<file path="config.mk">
export PLATFORM = sky130hd
export DESIGN_NAME = id_ex_stage_flat
export DESIGN_NICKNAME = d
export VERILOG_FILES = /design/src/rtl/id_ex_stage_pkg.sv /design/src/rtl/id_ex_stage_if.sv /design/src/rtl/id_ex_stage_fwd_unit.sv /design/src/rtl/id_ex_stage.sv /design/src/flat_wrapper.sv
export SDC_FILE = /design/constraint.sdc
export NUM_CORES = 1
export LEC_CHECK = 0
export BUFFER_PORTS_ARGS = -buffer_cell sky130_fd_sc_hd__buf_2
export CAP_MARGIN = 20
export CORE_ASPECT_RATIO = 1.75
export CORE_MARGIN = 3
export CORE_UTILIZATION = 30
export CTS_BUF_LIST = sky130_fd_sc_hd__clkbuf_8
export CTS_CLUSTER_SIZE = 20
export DETAILED_ROUTE_END_ITERATION = 10
export PLACE_DENSITY = 0.59
export SETUP_SLACK_MARGIN = 0.05
export SLEW_MARGIN = 20
export SYNTH_ARGS = -nofsm -noshare
export SYNTH_HDL_FRONTEND = slang
export SYNTH_SLANG_ARGS = --single-unit
</file>
<file path="constraint.sdc">
create_clock -name clk -period 3.3 [get_ports clk]
set_input_delay 0.165 -clock clk [delete_from_list [all_inputs] [get_ports clk]]
set_output_delay 0.165 -clock clk [all_outputs]
set_load 0.03 [all_outputs]
</file>
<file path="src/rtl/id_ex_stage_pkg.sv">
// Shared MIPS encodings for the ID/EX stage: ALU operation codes, opcode/funct
// constants and the operand forwarding-source select.
package mips_pkg;

  localparam logic [3:0] ALU_AND = 4'b0000;
  localparam logic [3:0] ALU_OR  = 4'b0001;
  localparam logic [3:0] ALU_ADD = 4'b0010;
  localparam logic [3:0] ALU_SUB = 4'b0110;
  localparam logic [3:0] ALU_SLT = 4'b0111;
  localparam logic [3:0] ALU_NOR = 4'b1100;
  localparam logic [3:0] ALU_XOR = 4'b1101;

  localparam logic [5:0] OP_RTYPE = 6'h00;
  localparam logic [5:0] OP_J     = 6'h02;
  localparam logic [5:0] OP_BEQ   = 6'h04;
  localparam logic [5:0] OP_ADDI  = 6'h08;
  localparam logic [5:0] OP_ANDI  = 6'h0C;
  localparam logic [5:0] OP_ORI   = 6'h0D;
  localparam logic [5:0] OP_LW    = 6'h23;
  localparam logic [5:0] OP_SB    = 6'h28;
  localparam logic [5:0] OP_SH    = 6'h29;
  localparam logic [5:0] OP_SW    = 6'h2B;

  localparam logic [5:0] FN_ADD = 6'h20;
  localparam logic [5:0] FN_SUB = 6'h22;
  localparam logic [5:0] FN_AND = 6'h24;
  localparam logic [5:0] FN_OR  = 6'h25;
  localparam logic [5:0] FN_XOR = 6'h26;
  localparam logic [5:0] FN_NOR = 6'h27;
  localparam logic [5:0] FN_SLT = 6'h2A;

  typedef enum logic [1:0] {
    FWD_REG   = 2'd0,
    FWD_EXMEM = 2'd1,
    FWD_MEMWB = 2'd2
  } fwd_sel_e;

endpackage

</file>
<file path="src/rtl/id_ex_stage_if.sv">
// ID/EX boundary bundle: decoded ID fields, forwarding sources, flush, and the
// registered EX-side outputs plus the load-use stall back to ID.
interface id_ex_if #(
  parameter int DATA_W = 32,
  parameter int REG_AW = 5
);
  logic              id_valid;
  logic [REG_AW-1:0] id_rs, id_rt, id_rd;
  logic [DATA_W-1:0] id_rs_data, id_rt_data, id_imm;
  logic [3:0]        id_alu_control;
  logic              id_alu_src, id_reg_dst, id_reg_write;
  logic              id_mem_read, id_mem_write, id_mem_to_reg;

  logic              exmem_reg_write;
  logic [REG_AW-1:0] exmem_rd;
  logic [DATA_W-1:0] exmem_result;
  logic              memwb_reg_write;
  logic [REG_AW-1:0] memwb_rd;
  logic [DATA_W-1:0] memwb_data;
  logic              flush;

  logic [DATA_W-1:0] A, B, ex_store_data;
  logic [3:0]        Alu_control;
  logic [REG_AW-1:0] ex_dest;
  logic              ex_valid, ex_reg_write, ex_mem_read, ex_mem_write, ex_mem_to_reg;
  logic              stall;

  modport master (
    output id_valid, id_rs, id_rt, id_rd, id_rs_data, id_rt_data, id_imm,
           id_alu_control, id_alu_src, id_reg_dst, id_reg_write,
           id_mem_read, id_mem_write, id_mem_to_reg,
           exmem_reg_write, exmem_rd, exmem_result,
           memwb_reg_write, memwb_rd, memwb_data, flush,
    input  A, B, ex_store_data, Alu_control, ex_dest,
           ex_valid, ex_reg_write, ex_mem_read, ex_mem_write, ex_mem_to_reg, stall
  );

  modport slave (
    input  id_valid, id_rs, id_rt, id_rd, id_rs_data, id_rt_data, id_imm,
           id_alu_control, id_alu_src, id_reg_dst, id_reg_write,
           id_mem_read, id_mem_write, id_mem_to_reg,
           exmem_reg_write, exmem_rd, exmem_result,
           memwb_reg_write, memwb_rd, memwb_data, flush,
    output A, B, ex_store_data, Alu_control, ex_dest,
           ex_valid, ex_reg_write, ex_mem_read, ex_mem_write, ex_mem_to_reg, stall
  );

endinterface

</file>
<file path="src/rtl/id_ex_stage_fwd_unit.sv">
// Operand forwarding select for one EX source register; EX/MEM beats MEM/WB and
// register 0 is never forwarded.
module fwd_unit
  import mips_pkg::*;
#(
  parameter int REG_AW = 5
) (
  input  logic [REG_AW-1:0] src_idx,
  input  logic              exmem_reg_write,
  input  logic [REG_AW-1:0] exmem_rd,
  input  logic              memwb_reg_write,
  input  logic [REG_AW-1:0] memwb_rd,
  output fwd_sel_e          sel
);

  always_comb begin
    sel = FWD_REG;
    if (src_idx != '0) begin
      if (exmem_reg_write && exmem_rd == src_idx)
        sel = FWD_EXMEM;
      else if (memwb_reg_write && memwb_rd == src_idx)
        sel = FWD_MEMWB;
    end
  end

endmodule

</file>
<file path="src/rtl/id_ex_stage.sv">
// ID/EX pipeline register with load-use stall detection, MEM/WB write-through on
// capture and EX-side operand forwarding. Pure steering, no arithmetic.
module id_ex_stage
  import mips_pkg::*;
#(
  parameter int DATA_W = 32,
  parameter int REG_AW = 5
) (
  input logic   clk,
  input logic   rst,
  id_ex_if.slave bus
);

  logic              ex_valid, ex_reg_write, ex_mem_read, ex_mem_write, ex_mem_to_reg;
  logic              ex_alu_src;
  logic [3:0]        ex_alu_control;
  logic [REG_AW-1:0] ex_rs, ex_rt, ex_dest;
  logic [DATA_W-1:0] ex_rs_data, ex_rt_data, ex_imm;
  logic              stall, bubble;
  logic [DATA_W-1:0] cap_rs_data, cap_rt_data;
  logic [DATA_W-1:0] fwd_rs, fwd_rt;
  fwd_sel_e          sel_rs, sel_rt;

  assign stall = ex_valid && ex_mem_read && (ex_dest != '0) && bus.id_valid &&
                 ((ex_dest == bus.id_rs) || (ex_dest == bus.id_rt));
  assign bubble = bus.flush || stall;

  // Register file writes this cycle are not yet visible in the read data.
  assign cap_rs_data = (bus.memwb_reg_write && bus.memwb_rd != '0 && bus.memwb_rd == bus.id_rs)
                       ? bus.memwb_data : bus.id_rs_data;
  assign cap_rt_data = (bus.memwb_reg_write && bus.memwb_rd != '0 && bus.memwb_rd == bus.id_rt)
                       ? bus.memwb_data : bus.id_rt_data;

  always_ff @(posedge clk) begin
    if (rst) begin
      ex_valid       <= 1'b0;
      ex_reg_write   <= 1'b0;
      ex_mem_read    <= 1'b0;
      ex_mem_write   <= 1'b0;
      ex_mem_to_reg  <= 1'b0;
      ex_alu_src     <= 1'b0;
      ex_alu_control <= 4'b0000;
      ex_rs          <= '0;
      ex_rt          <= '0;
      ex_dest        <= '0;
      ex_rs_data     <= '0;
      ex_rt_data     <= '0;
      ex_imm         <= '0;
    end else begin
      ex_valid       <= bus.id_valid && !bubble;
      ex_reg_write   <= bus.id_reg_write && !bubble;
      ex_mem_read    <= bus.id_mem_read && !bubble;
      ex_mem_write   <= bus.id_mem_write && !bubble;
      ex_mem_to_reg  <= bus.id_mem_to_reg;
      ex_alu_src     <= bus.id_alu_src;
      ex_alu_control <= bus.id_alu_control;
      ex_rs          <= bus.id_rs;
      ex_rt          <= bus.id_rt;
      ex_dest        <= bus.id_reg_dst ? bus.id_rd : bus.id_rt;
      ex_rs_data     <= cap_rs_data;
      ex_rt_data     <= cap_rt_data;
      ex_imm         <= bus.id_imm;
    end
  end

  fwd_unit #(.REG_AW(REG_AW)) u_fwd_rs (
    .src_idx(ex_rs), .exmem_reg_write(bus.exmem_reg_write), .exmem_rd(bus.exmem_rd),
    .memwb_reg_write(bus.memwb_reg_write), .memwb_rd(bus.memwb_rd), .sel(sel_rs)
  );

  fwd_unit #(.REG_AW(REG_AW)) u_fwd_rt (
    .src_idx(ex_rt), .exmem_reg_write(bus.exmem_reg_write), .exmem_rd(bus.exmem_rd),
    .memwb_reg_write(bus.memwb_reg_write), .memwb_rd(bus.memwb_rd), .sel(sel_rt)
  );

  always_comb begin
    fwd_rs = ex_rs_data;
    fwd_rt = ex_rt_data;
    case (sel_rs)
      FWD_EXMEM: fwd_rs = bus.exmem_result;
      FWD_MEMWB: fwd_rs = bus.memwb_data;
      default:   fwd_rs = ex_rs_data;
    endcase
    case (sel_rt)
      FWD_EXMEM: fwd_rt = bus.exmem_result;
      FWD_MEMWB: fwd_rt = bus.memwb_data;
      default:   fwd_rt = ex_rt_data;
    endcase
  end

  assign bus.A             = fwd_rs;
  assign bus.B             = ex_alu_src ? ex_imm : fwd_rt;
  assign bus.ex_store_data = fwd_rt;
  assign bus.Alu_control   = ex_alu_control;
  assign bus.ex_dest       = ex_dest;
  assign bus.ex_valid      = ex_valid;
  assign bus.ex_reg_write  = ex_reg_write;
  assign bus.ex_mem_read   = ex_mem_read;
  assign bus.ex_mem_write  = ex_mem_write;
  assign bus.ex_mem_to_reg = ex_mem_to_reg;
  assign bus.stall         = stall;

endmodule

</file>
<file path="src/flat_wrapper.sv">
// flat-port wrapper written by rule: the top's interface ports become plain ports
module id_ex_stage_flat import mips_pkg::*;
#(
  parameter int DATA_W = 32,
  parameter int REG_AW = 5
)
  (clk, rst, bus_id_valid, bus_id_rs, bus_id_rt, bus_id_rd, bus_id_rs_data, bus_id_rt_data, bus_id_imm, bus_id_alu_control, bus_id_alu_src, bus_id_reg_dst, bus_id_reg_write, bus_id_mem_read, bus_id_mem_write, bus_id_mem_to_reg, bus_exmem_reg_write, bus_exmem_rd, bus_exmem_result, bus_memwb_reg_write, bus_memwb_rd, bus_memwb_data, bus_flush, bus_A, bus_B, bus_ex_store_data, bus_Alu_control, bus_ex_dest, bus_ex_valid, bus_ex_reg_write, bus_ex_mem_read, bus_ex_mem_write, bus_ex_mem_to_reg, bus_stall);
  id_ex_if #(.DATA_W(DATA_W), .REG_AW(REG_AW)) bus_i ();
  input logic clk;
  input logic rst;
  input wire logic [$bits(bus_i.id_valid)-1:0] bus_id_valid;
  input wire logic [$bits(bus_i.id_rs)-1:0] bus_id_rs;
  input wire logic [$bits(bus_i.id_rt)-1:0] bus_id_rt;
  input wire logic [$bits(bus_i.id_rd)-1:0] bus_id_rd;
  input wire logic [$bits(bus_i.id_rs_data)-1:0] bus_id_rs_data;
  input wire logic [$bits(bus_i.id_rt_data)-1:0] bus_id_rt_data;
  input wire logic [$bits(bus_i.id_imm)-1:0] bus_id_imm;
  input wire logic [$bits(bus_i.id_alu_control)-1:0] bus_id_alu_control;
  input wire logic [$bits(bus_i.id_alu_src)-1:0] bus_id_alu_src;
  input wire logic [$bits(bus_i.id_reg_dst)-1:0] bus_id_reg_dst;
  input wire logic [$bits(bus_i.id_reg_write)-1:0] bus_id_reg_write;
  input wire logic [$bits(bus_i.id_mem_read)-1:0] bus_id_mem_read;
  input wire logic [$bits(bus_i.id_mem_write)-1:0] bus_id_mem_write;
  input wire logic [$bits(bus_i.id_mem_to_reg)-1:0] bus_id_mem_to_reg;
  input wire logic [$bits(bus_i.exmem_reg_write)-1:0] bus_exmem_reg_write;
  input wire logic [$bits(bus_i.exmem_rd)-1:0] bus_exmem_rd;
  input wire logic [$bits(bus_i.exmem_result)-1:0] bus_exmem_result;
  input wire logic [$bits(bus_i.memwb_reg_write)-1:0] bus_memwb_reg_write;
  input wire logic [$bits(bus_i.memwb_rd)-1:0] bus_memwb_rd;
  input wire logic [$bits(bus_i.memwb_data)-1:0] bus_memwb_data;
  input wire logic [$bits(bus_i.flush)-1:0] bus_flush;
  output wire logic [$bits(bus_i.A)-1:0] bus_A;
  output wire logic [$bits(bus_i.B)-1:0] bus_B;
  output wire logic [$bits(bus_i.ex_store_data)-1:0] bus_ex_store_data;
  output wire logic [$bits(bus_i.Alu_control)-1:0] bus_Alu_control;
  output wire logic [$bits(bus_i.ex_dest)-1:0] bus_ex_dest;
  output wire logic [$bits(bus_i.ex_valid)-1:0] bus_ex_valid;
  output wire logic [$bits(bus_i.ex_reg_write)-1:0] bus_ex_reg_write;
  output wire logic [$bits(bus_i.ex_mem_read)-1:0] bus_ex_mem_read;
  output wire logic [$bits(bus_i.ex_mem_write)-1:0] bus_ex_mem_write;
  output wire logic [$bits(bus_i.ex_mem_to_reg)-1:0] bus_ex_mem_to_reg;
  output wire logic [$bits(bus_i.stall)-1:0] bus_stall;
  assign bus_i.id_valid = bus_id_valid;
  assign bus_i.id_rs = bus_id_rs;
  assign bus_i.id_rt = bus_id_rt;
  assign bus_i.id_rd = bus_id_rd;
  assign bus_i.id_rs_data = bus_id_rs_data;
  assign bus_i.id_rt_data = bus_id_rt_data;
  assign bus_i.id_imm = bus_id_imm;
  assign bus_i.id_alu_control = bus_id_alu_control;
  assign bus_i.id_alu_src = bus_id_alu_src;
  assign bus_i.id_reg_dst = bus_id_reg_dst;
  assign bus_i.id_reg_write = bus_id_reg_write;
  assign bus_i.id_mem_read = bus_id_mem_read;
  assign bus_i.id_mem_write = bus_id_mem_write;
  assign bus_i.id_mem_to_reg = bus_id_mem_to_reg;
  assign bus_i.exmem_reg_write = bus_exmem_reg_write;
  assign bus_i.exmem_rd = bus_exmem_rd;
  assign bus_i.exmem_result = bus_exmem_result;
  assign bus_i.memwb_reg_write = bus_memwb_reg_write;
  assign bus_i.memwb_rd = bus_memwb_rd;
  assign bus_i.memwb_data = bus_memwb_data;
  assign bus_i.flush = bus_flush;
  assign bus_A = bus_i.A;
  assign bus_B = bus_i.B;
  assign bus_ex_store_data = bus_i.ex_store_data;
  assign bus_Alu_control = bus_i.Alu_control;
  assign bus_ex_dest = bus_i.ex_dest;
  assign bus_ex_valid = bus_i.ex_valid;
  assign bus_ex_reg_write = bus_i.ex_reg_write;
  assign bus_ex_mem_read = bus_i.ex_mem_read;
  assign bus_ex_mem_write = bus_i.ex_mem_write;
  assign bus_ex_mem_to_reg = bus_i.ex_mem_to_reg;
  assign bus_stall = bus_i.stall;
  id_ex_stage #(.DATA_W(DATA_W), .REG_AW(REG_AW)) u_core (.clk(clk), .rst(rst), .bus(bus_i));
endmodule
</file>
; ---- Yosys cells after proc, flatten, opt, wreduce, memory -nomap -nowiden
; Index checks and enable logic that the tools add are counted.
[classes]
muxes = 12
reduce_logical = 22
eq_ne = 12
[ops]
columns = operator, n
row1 = $pmux 32 s2, 2
row2 = $mux 32, 3
row3 = $eq 5x5->1, 8
row4 = $reduce_bool 5->1, 4
row5 = $logic_and 1x1->1, 15
row6 = $mux 2, 6
row7 = $mux 5, 1
row8 = $eq 2x1->1 const B, 2
row9 = $eq 2x2->1 const B, 2
row10 = $logic_or 1x1->1, 2
row11 = $logic_not 1->1, 1
[totals]
inputBits = 201
wordCells = 59
ff_bits = 121

; ---- Depth between registers and ports, before layout
[depth]
word_depth = 8
mapped_depth = 11

; ---- Modules after synthesis
; Synthesis repeated with hierarchy kept, for this count alone.
[hier_totals]
hier_cells = 710
hier_area_um2 = 6383.6
[by_module_without_submodules]
columns = mod, seq_area_each_um2, area_each_um2, cells_each, n_inst
row1 = id_ex_stage, 2422.3, 6113.4, 674, 1
row2 = fwd_unit, 0.0, 135.1, 18, 2

; ---- Least setup slack after synthesis
; OpenSTA, ideal clock, no wires.
[synth_path]
kind = register to output
from = register u_core.ex_rt[0]
to = output bus_B[17]
stages_incl_launch_ff = 10
required_ns = 3.135
path_slack_ns = 0.217
n_path_buf = 2
arrival_ns = 2.918
cell_sequence = dfxtp_1 xor2_1 nor4_1 and3_1 or3_1 ha_1 clkbuf_1 clkbuf_1 o21ai_0 mux2_2
[synth_between]
elab_chain_cells = 8
word_cells_on_any_way = 12
classes_between = eq/ne: 4 / mux: 5 / reduce/logical: 3
[synth_lines]
columns = element, line_no
row1 = from (decl), id_ex_stage.sv:17  ; logic [REG_AW-1:0] ex_rs, ex_rt, ex_dest;
row2 = from (signal assigned), id_ex_stage.sv:58  ; ex_rt <= bus.id_rt;
row3 = $eq 5x5->1, id_ex_stage_fwd_unit.sv:21  ; else if (memwb_reg_write && memwb_rd == src_idx)
row4 = $logic_and 1x1->1, id_ex_stage_fwd_unit.sv:21
row5 = $mux 2, id_ex_stage_fwd_unit.sv:21
row6 = $mux 2, id_ex_stage_fwd_unit.sv:19  ; if (exmem_reg_write && exmem_rd == src_idx)
row7 = $mux 2 *, id_ex_stage_fwd_unit.sv:18  ; if (src_idx != '0) begin
row8 = $eq 2x2->1 / $eq 2x1->1 (equally long branches), id_ex_stage.sv:84  ; case (sel_rt)
row9 = $pmux 32 s2 *, id_ex_stage.sv:84
row10 = via bus_ex_store_data[17], flat_wrapper.sv:34  ; output wire logic [$bits(bus_i.ex_store_data)-1:0] bus_ex_store_data;
row11 = $mux 32 *, id_ex_stage.sv:92  ; assign bus.B = ex_alu_src ? ex_imm : fwd_rt;
row12 = to (decl), flat_wrapper.sv:33  ; output wire logic [$bits(bus_i.B)-1:0] bus_B;
; Mark *: on every way through the listed nets, which the timed path passes. The rest lies on a longest branch.

; ---- Worst setup path after layout
[layout_path]
from = register u_core.ex_rt[0]
to = output bus_B[14]
[layout_between]
elab_chain_cells = 8
word_cells_on_any_way = 12
classes_between = eq/ne: 4 / mux: 5 / reduce/logical: 3
[layout_lines]
columns = element, line_no
row1 = $eq 5x5->1, id_ex_stage_fwd_unit.sv:21
row2 = $logic_and 1x1->1, id_ex_stage_fwd_unit.sv:21
row3 = $mux 2, id_ex_stage_fwd_unit.sv:21
row4 = $mux 2, id_ex_stage_fwd_unit.sv:19
row5 = $mux 2 *, id_ex_stage_fwd_unit.sv:18
row6 = $eq 2x2->1 / $eq 2x1->1 (equally long branches), id_ex_stage.sv:84
row7 = $pmux 32 s2 *, id_ex_stage.sv:84
row8 = $mux 32 *, id_ex_stage.sv:92
; Mark *: on every way between the ends. The rest lies on a longest branch, timed or not.

==> results_dict.tcl <==
set metrics [dict create \
    cts_sinks 121 \
    regToRegStartpoint "u_core.bus.ex_dest[1]$_SDFF_PP0_" \
    cts_buffer_depth 2 \
    largest_net_degree_at_the_start_of_global_routing 104 \
    setup.worst_path.class "register to output port" \
    antenna_found_initial 2 \
    floorplan.die.height_um 200.1 \
    yosys_register_bits 121 \
    number_of_rows_created_at_floorplan 70 \
    synthToLayoutAreaGrowth_pct 63.02 \
    grt_first_pass_wirelength_um 38730 \
    synth_largest_area_cell "dfxtp_1" \
    asyncSetResetFlopFracSynth 0 \
    finalClockSkew_ns 0.007963 \
    dpl.hpwl_um 17470 \
    fraction_of_layout_instances_using_a_drive_strength_above_1 0.3397 \
    detail_route.wl_per_cell_um 17.58 \
    tightest_slew_ns 0.9827 \
    crit_path_start_kind "register" \
    cp_max_fo 26 \
    power-per-cell-area_nw_per_um2 385.4 \
    final_core_util 0.5009 \
    finalCritPeriodShare 0.9369 \
    synthCells 717 \
    min_period_ns 3.092 \
    critical_path.endpoint_type "output port" \
    run_status "complete, no violations" \
    worst_hold_path_type "primary input to register" \
    io-pin-count 312 \
    die_boundary_width_um 116.9 \
    yosys_warnings 0 \
    seq_area_frac_synth 0.3750 \
    fin_hold_ws_ns 0.04350 \
    remaining_routing_drc_violations 0 \
    design_power_total_mw 4.057 \
    clock_buffer_count_from_cts 17 \
    worstRegToRegCells 5 \
    critPathArrivalTime_ns 2.93 \
    timing.final.max_slew_violations 0 \
    antenna_violating_nets_post_route 0 \
    synthMostInstantiatedCell "dfxtp_1" \
    insertion_delay_ns 0.45 \
    setup_violations 0 \
    ff_latch_area_um2 2424 \
    design.die.area_um2 23390 \
    cts-root-buf "clkbuf_8" \
    cts_tree "yes" \
    detail_route.first_pass.iterations 5 \
    max_clock_freq_mhz 323.5 \
    cellLeakagePower_nw 4.902 \
    via_per_inst 4.854 \
    max-cap-violations 0 \
    area_share_of_the_leading_cell_type_in_the_synthesized_netlist 0.3750 \
    rd_place_congestion 0.8063 \
    rr_endpoint "u_core.bus.ex_mem_write$_SDFF_PP0_" \
    worst-r2r-setup-slack_ns 1.41 \
    route.vias.total 7034 \
    core_um2 21020 \
    route.final.wire_length_um 25480 \
    track_usage 0.2150 \
    hold_crit_depth 3 \
    synth_commonest_cells "121 x dfxtp_1, 96 x nand2b_1, 69 x mux2i_1, 68 x nand2_1, 66 x o21ai_0" \
    ys_types 36 \
    grt_overflow_total 0 \
    ir_worst_vdd_uv 208.2 \
    worst_hold_startpoint "bus_memwb_data[24]" \
    fin_tns_setup_ns 0 \
    synth_ff_type "dfxtp_1" \
    count_of_nets_after_finishing 1389 \
    postSynthNetCount 922 \
    initial_utilization 0.3073 \
    min_delay_worst_endpoint "u_core.ex_rs_data[24]$_SDFF_PP0_" \
    ctsHtreeMaxLevel 4 \
    rsz0062_at_grt "yes" \
    syn_avg_cell_area_um2 9.008 \
    port-buffer-count 311 \
    netlist_area_um2 6459 \
    path_clk_slew_ns 0.08 \
    final.fill_count 1970 \
    final.setup.worst_slack_ns 0.2084 \
    leading_registers_by_flop_count "u_core.ex_imm: 32 flops, u_core.ex_rs_data: 32 flops, u_core.ex_rt_data: 32 flops" \
    multi_input_area_um2 3766 \
    synth_edf_count 0 \
    vias_in_the_first_global_route 7569 \
    drt_iter0_markers 299 \
    finalHoldViolations 0 \
    critical_path_required_ns 3.13 \
    post_synth_main_area_contributors "dfxtp_1 38%, mux2i_1 11%, nand2b_1 9.3%" \
    slew_headroom 0.3449 \
    placement.setup.worst_slack_ns 0.4006 \
]
==> repair_timing <==
item | CTS | global route
cloned | 0 | 0
hold endpoints to repair | 120 | 0
pin swaps | 0 | 2
hold buffers | 176 | 0
setup endpoints to repair | 43 | 48
setup buffers | 0 | 7
resized for setup | 5 | 12
==> critical path, cell delays in order (launching register included) <==
cell and delay [ns]:
dfxtp_1 0.41, xor2_1 0.17, nor4_1 0.07, and3_1 0.20
or3_1 0.42, ha_4 0.37, buf_12 0.18, o21ai_0 0.17
mux2_2 0.29, buf_2 0.17
==> how the worst max path moves through the flow <==
stage,start,endpoint,slack (ns),cells after the start
2_1_floorplan,u_core.ex_rt[0]$_SDFF_PP0_,bus_B[17],0.22,9
3_3_place_gp,u_core.ex_rs[2]$_SDFF_PP0_,bus_A[23],0.38,9
3_5_place_dp,u_core.ex_rs[3]$_SDFF_PP0_,bus_A[23],0.40,9
4_1_cts,u_core.ex_rs[3]$_SDFF_PP0_,bus_A[23],0.05,8
5_1_grt,u_core.ex_rt[3]$_SDFF_PP0_,bus_B[29],-0.006,8
6_report,u_core.ex_rt[0]$_SDFF_PP0_,bus_B[14],0.21,9
==> per-stage QoR <==
step                      std cells  instance area, um2
after floorplan                 717                6459
after global placement         1234                8190
after detailed placement       1234                8190
after CTS                      1440               10420
after global routing           1449               10530
final                          1449               10530
==> placed cells by master, fill, tap and decap left out, types with 6 or more instances in the layout <==
master         instances
nand2_1               68
xnor2_1               24
buf_12                 6
dfxtp_1              120
a22oi_1               63
nand2b_1              96
mux2_2                32
buf_4                 13
xor2_1                14
clkbuf_8              22
inv_1                  6
dlygate4sd3_1        176
buf_2                310
nor2b_1               48
mux2i_1               69
o21ai_0               60
o21ai_1                6
nor2_1                 8
nand3_1                7
==> cell type report <==
class                      instances  share of cell area
antenna                            2           0.0004753
clock buffer                      21             0.02745
clock inverter                     9             0.01402
inverter                           4            0.001426
multi-input combinational        532              0.3577
sequential                       121              0.2302
tap                              252             0.02995
timing repair buffer             508              0.3388
==> cell families after synthesis <==
logic type | after synthesis | synth area share
AOI/OAI and AO/OA | 141 | 0.1391
xor gates and xnor gates | 38 | 0.05153
adders and majority gates | 4 | 0.007749
buffers and inverters | 64 | 0.05211
DFF | 121 | 0.3750
muxes | 101 | 0.1627
and+or+nand+nor | 248 | 0.2117
==> routing by layer <==
layer  vias up  GRT usage  share of wire
met2       296     0.3978           0.55
met1      3275     0.2178           0.36
met5         -          0              0
li1       3400          -              -
met4         0     0.1091          0.039
met3        63    0.04625          0.053
==> where the power goes <==
group	switching [mW]	total (mW)	internal, mW	leakage (nW)
logic	0.506	0.968	0.462	3.67
registers	0.0455	1.59	1.54	1.01
clock network	0.610	1.50	0.889	0.222
No activity file was read; power rests on OpenSTA's default activity.
